--- config.mk ---
export PLATFORM = sky130hd
export DESIGN_NAME = dom_zrand_gen
export DESIGN_NICKNAME = d
export VERILOG_FILES = /design/src/rtl/dom_zrand_gen.sv
export SDC_FILE = /design/constraint.sdc
export NUM_CORES = 1
export LEC_CHECK = 0
export BUFFER_PORTS_ARGS = -buffer_cell sky130_fd_sc_hd__buf_2
export CAP_MARGIN = 0
export CORE_ASPECT_RATIO = 1.5
export CORE_MARGIN = 1
export CORE_UTILIZATION = 50
export CTS_CLUSTER_DIAMETER = 200
export DETAILED_ROUTE_END_ITERATION = 16
export PLACE_DENSITY = 0.82
export SYNTH_ARGS = -nofsm -noshare
export SYNTH_HDL_FRONTEND = slang
export SYNTH_SLANG_ARGS = --single-unit
--- constraint.sdc ---
create_clock -name ClkxCI -period 3.62 [get_ports ClkxCI]
set_input_delay 0.724 -clock ClkxCI [delete_from_list [all_inputs] [get_ports ClkxCI]]
set_output_delay 0.724 -clock ClkxCI [all_outputs]
set_load 0.05 [all_outputs]
--- src/rtl/dom_zrand_gen.sv ---
// dom_zrand_gen: fresh-randomness source for the DOM-masked AES S-box.
// A 32-bit LFSR is seeded, warmed up, then delivers one RAND_W-bit Z word
// per valid/ready transfer, with optional forced reseed after RESEED_WORDS.
// Ports:
//   ClkxCI       - clock, rising edge
//   RstxRI       - synchronous active-high reset
//   SeedxDI      - 32-bit seed value
//   SeedValidxSI - seed offered
//   SeedReadyxSO - seed accepted this cycle (FSM in SEED)
//   SeedErrxSO   - one-cycle pulse after an all-zero seed was rejected
//   ZxDO         - random word for the gadget Z inputs
//   ZValidxSO    - ZxDO valid (FSM in RUN)
//   ZReadyxSI    - consumer takes ZxDO
module dom_zrand_gen #(
   parameter int SHARES       = 2,
   parameter int RAND_W       = SHARES * (SHARES - 1),
   parameter int WARMUP       = 4,
   parameter int RESEED_WORDS = 0
) (
   input  logic              ClkxCI,
   input  logic              RstxRI,
   input  logic [31:0]       SeedxDI,
   input  logic              SeedValidxSI,
   output logic              SeedReadyxSO,
   output logic              SeedErrxSO,
   output logic [RAND_W-1:0] ZxDO,
   output logic              ZValidxSO,
   input  logic              ZReadyxSI
);

   typedef enum logic [1:0] {
      ST_SEED = 2'd0,
      ST_WARM = 2'd1,
      ST_RUN  = 2'd2
   } state_e;

   localparam logic [7:0]  WARMUP_W = 8'(WARMUP);
   localparam logic [31:0] RESEED_W = 32'(RESEED_WORDS);

   state_e      state_q, state_d;
   logic [31:0] s_q, s_d;
   logic [7:0]  warm_cnt_q, warm_cnt_d;
   logic [31:0] word_cnt_q, word_cnt_d;
   logic        seed_err_q, seed_err_d;

   logic [31:0] s_adv;
   logic [7:0]  warm_inc;
   logic [31:0] word_inc;

   // RAND_W LFSR steps unrolled into one combinational advance
   function automatic logic [31:0] lfsr_adv(input logic [31:0] s);
      logic [31:0] t;
      t = s;
      for (int i = 0; i < RAND_W; i++) begin
         t = {t[30:0], t[31] ^ t[21] ^ t[1] ^ t[0]};
      end
      return t;
   endfunction

   always_comb begin
      state_d    = state_q;
      s_d        = s_q;
      warm_cnt_d = warm_cnt_q;
      word_cnt_d = word_cnt_q;
      seed_err_d = 1'b0;
      s_adv      = lfsr_adv(s_q);
      warm_inc   = warm_cnt_q + 8'd1;
      word_inc   = word_cnt_q + 32'd1;
      unique case (state_q)
         ST_SEED: begin
            if (SeedValidxSI) begin
               if (SeedxDI != 32'd0) begin
                  s_d        = SeedxDI;
                  word_cnt_d = 32'd0;
                  warm_cnt_d = 8'd0;
                  state_d    = (WARMUP > 0) ? ST_WARM : ST_RUN;
               end else begin
                  // zero seed would lock the LFSR at zero
                  seed_err_d = 1'b1;
               end
            end
         end
         ST_WARM: begin
            s_d        = s_adv;
            warm_cnt_d = warm_inc;
            if (warm_inc == WARMUP_W) begin
               state_d = ST_RUN;
            end
         end
         ST_RUN: begin
            if (ZReadyxSI) begin
               s_d        = s_adv;
               word_cnt_d = word_inc;
               // advanced state is kept; only validity drops until reseed
               if (RESEED_WORDS > 0 && word_inc == RESEED_W) begin
                  state_d = ST_SEED;
               end
            end
         end
         default: begin
            state_d = ST_SEED;
         end
      endcase
   end

   always_ff @(posedge ClkxCI) begin
      if (RstxRI) begin
         state_q    <= ST_SEED;
         s_q        <= 32'd0;
         warm_cnt_q <= 8'd0;
         word_cnt_q <= 32'd0;
         seed_err_q <= 1'b0;
      end else begin
         state_q    <= state_d;
         s_q        <= s_d;
         warm_cnt_q <= warm_cnt_d;
         word_cnt_q <= word_cnt_d;
         seed_err_q <= seed_err_d;
      end
   end

   assign SeedReadyxSO = (state_q == ST_SEED);
   assign ZValidxSO    = (state_q == ST_RUN);
   assign SeedErrxSO   = seed_err_q;
   assign ZxDO         = s_q[RAND_W-1:0];

endmodule

==> run metrics <==
grt ovf 0; Final ANT Viol Nets 0; RSZ-0062 raised after global routing no; Setup Fix Bufs, Post-CTS 0; Final GP Congestion approximately 0.84; antenna violations before repair 0; core area between 0.004 and 0.005 sq mm; Cell Area, Synth 0.00245 sq mm; cts repair resizes 0; vias in the first global route 2002; Final min period 2360 ps; clk root buf clkbuf_8; fin. max-slew vios 0; Final WS setup around 1300 ps; CTS Buf Count 5; Post-layout nets about 330; Port Buffers 40; crit path cell chain buf_2 > nor4_1 > nand4_1 > o31a_1 > and2_1 > buf_4 > a211oi_1; cell area after layout roughly 0.0028 sq mm; die height a little under 90 um; Syn Area/Cell 9.61 sq um; syn_nets around 300; first drt pass iteration count 4; # hold bufs at CTS 0; Skew-Pair Late Insertion Delay 300 ps; kind of critical path in2reg; VDD IR-drop max about 0.34 mV; crit share post-route between 60% and 70%; initial core utilization a little over half; number of flops mapped to enable cells by yosys 0; Worst Setup End Kind flop; FP Rows 30; largest net degree at the start of global routing a little over 40; worst-path fanout max 32; vias post-DR 2091; Clk pin slew, worst setup/hold paths roughly 80 ps; WP data arrival 2570 ps; slew margin rel. a little over two fifths; final setup fails 0; most used flip-flop cell after synthesis dfxtp_1; CTS tree done; H-tree depth 2; global-route wire length before repair 9580 um; Placed Instance Area ~0.0027 sq mm; worst slack, placed 1030 ps; Starting DRT DRC Count 79; clk_skew 7.59 ps; #FFs+latches synth 43; routed vias/inst 5.99; final wirelength 5750 um; layout cells sized above 1 29.1%; die width approximately 60 um; TNS Setup 0 ps; GRT Total Usage 24.3%; Syn Inst Count roughly 260; worst endpoint required time 3830 ps; CP max stage delay ~500 ps; leakage power total 1.04 nW; slew of the pin with the lowest slew margin just under 900 ps; warning count from the yosys run 0; DP Wirelength around 4000 um; CP Launch Type primary input; DR WL/cell 16.5 um; Ant. Diodes 0; Fmax achieved 0.424 GHz; power density over the cells around 580 mW/mm^2; Worst path slowest cell nor4_1; # clock sinks 43; final hold vios 0; Synth cell types 37; die area approximately 0.0052 sq mm; Max clock buf depth 2; HP Class reg2reg; I/O Pins 41; Layout area overhead 12.4%; Async SR Flop Fraction 0%; # DRC 0; # Max-Cap Violations 0; register area share after synthesis about a third; status completed
-- power breakdown --
part           internal (W)  leakage [nW]  total (W)  switching [W]
logic              0.000269         0.632   0.000631       0.000362
registers          0.000561         0.355   0.000622      0.0000607
clock network      0.000202        0.0513   0.000359       0.000156
total               0.00103          1.04    0.00161       0.000579
-- metal layers --
metal  track usage, %  part of all wire [%]  up-vias
met1             30.2                    41      991
li1                 -                     -     1014
met5                0                     0        -
met4             8.66                   2.1        0
met3             4.28                   5.2       12
met2             41.6                    52       74
-- final timing paths --
kind / slack (ps) / from / endpoint / depth (start not counted)
max: 1260 / SeedxDI[26] / s_q[24] / 7
min: 500 / warm_cnt_q[1] / warm_cnt_q[1] / 1
max reg2reg: 1300 / state_q[0] / s_q[24] / 8
min reg2reg: 500 / warm_cnt_q[1] / warm_cnt_q[1] / 1
-- cell usage in the layout, fill, tap and decap left out, types with 4 or more instances in the layout --
cell	instances
dfxtp_1	43
mux2i_1	32
nand3_1	6
nand4_1	4
xnor2_1	4
inv_1	7
buf_2	40
a211oi_2	29
buf_4	5
nor2_1	7
ha_1	5
clkbuf_8	5
nor4_1	11
a21oi_1	32
o21ai_0	6
nand2_1	11
-- cell families after synthesis --
| kind of cell | count (synthesis) | share of synthesized area (%) |
|---|---|---|
| AOI/OAI and AO/OA | 83 | 27.4 |
| xor gates and xnor gates | 7 | 3.06 |
| adders and majority gates | 5 | 2.55 |
| buffers and inverters | 29 | 5.97 |
| DFF | 43 | 35.1 |
| muxes | 33 | 13.5 |
| and+or+nand+nor | 55 | 12.4 |
-- state kept, by name (all words and copies together), names as in the netlist --
name        flops
SeedErrxSO      1
warm_cnt_q      8
s_q            32
state_q         2
-- worst max-delay path: cells and delay by family --
kind,cells,cell delay [ps]
AND/OR/NAND/NOR,3,860
AO/OA/AOI/OAI,2,580
buffers and inverters,2,380
-- Yosys cell counts (5+ instances only) --
master | number | area [sq um]
dfxtp_1 | 43 | 861
ha_1 | 5 | 62.6
nand3_1 | 6 | 30.0
nor2_1 | 7 | 26.3
nor4_1 | 11 | 68.8
clkbuf_1 | 16 | 60.1
a211oi_2 | 29 | 363
a21oi_1 | 33 | 165
nand2_1 | 11 | 41.3
mux2i_1 | 32 | 320
inv_1 | 7 | 26.3
o21ai_0 | 6 | 30.0
-- stage by stage --
stage / hold slack, ps / std cells / total power (W) / util (%)
2_1_floorplan: 455 / 255 / 0.00116 / -
3_3_place_gp: 469 / 342 / 0.00124 / 57.5
3_5_place_dp: 480 / 342 / 0.00126 / 57.5
4_1_cts: 499 / 349 / 0.00162 / 59.7
5_1_grt: 543 / 349 / 0.00170 / 59.7
6_report: 497 / 349 / 0.00161 / 59.7
-- cell type report --
cell class / instances / area, sq um
Multi-Input combinational cell: 183 / 1450
Inverter: 7 / 26.3
Sequential cell: 43 / 861
Clock buffer: 6 / 72.6
Fill cell: 433 / 1860
Clock inverter: 1 / 30.0
Timing Repair Buffer: 45 / 238
Tap cell: 64 / 80.1
No activity file was read; power rests on OpenSTA's default activity.
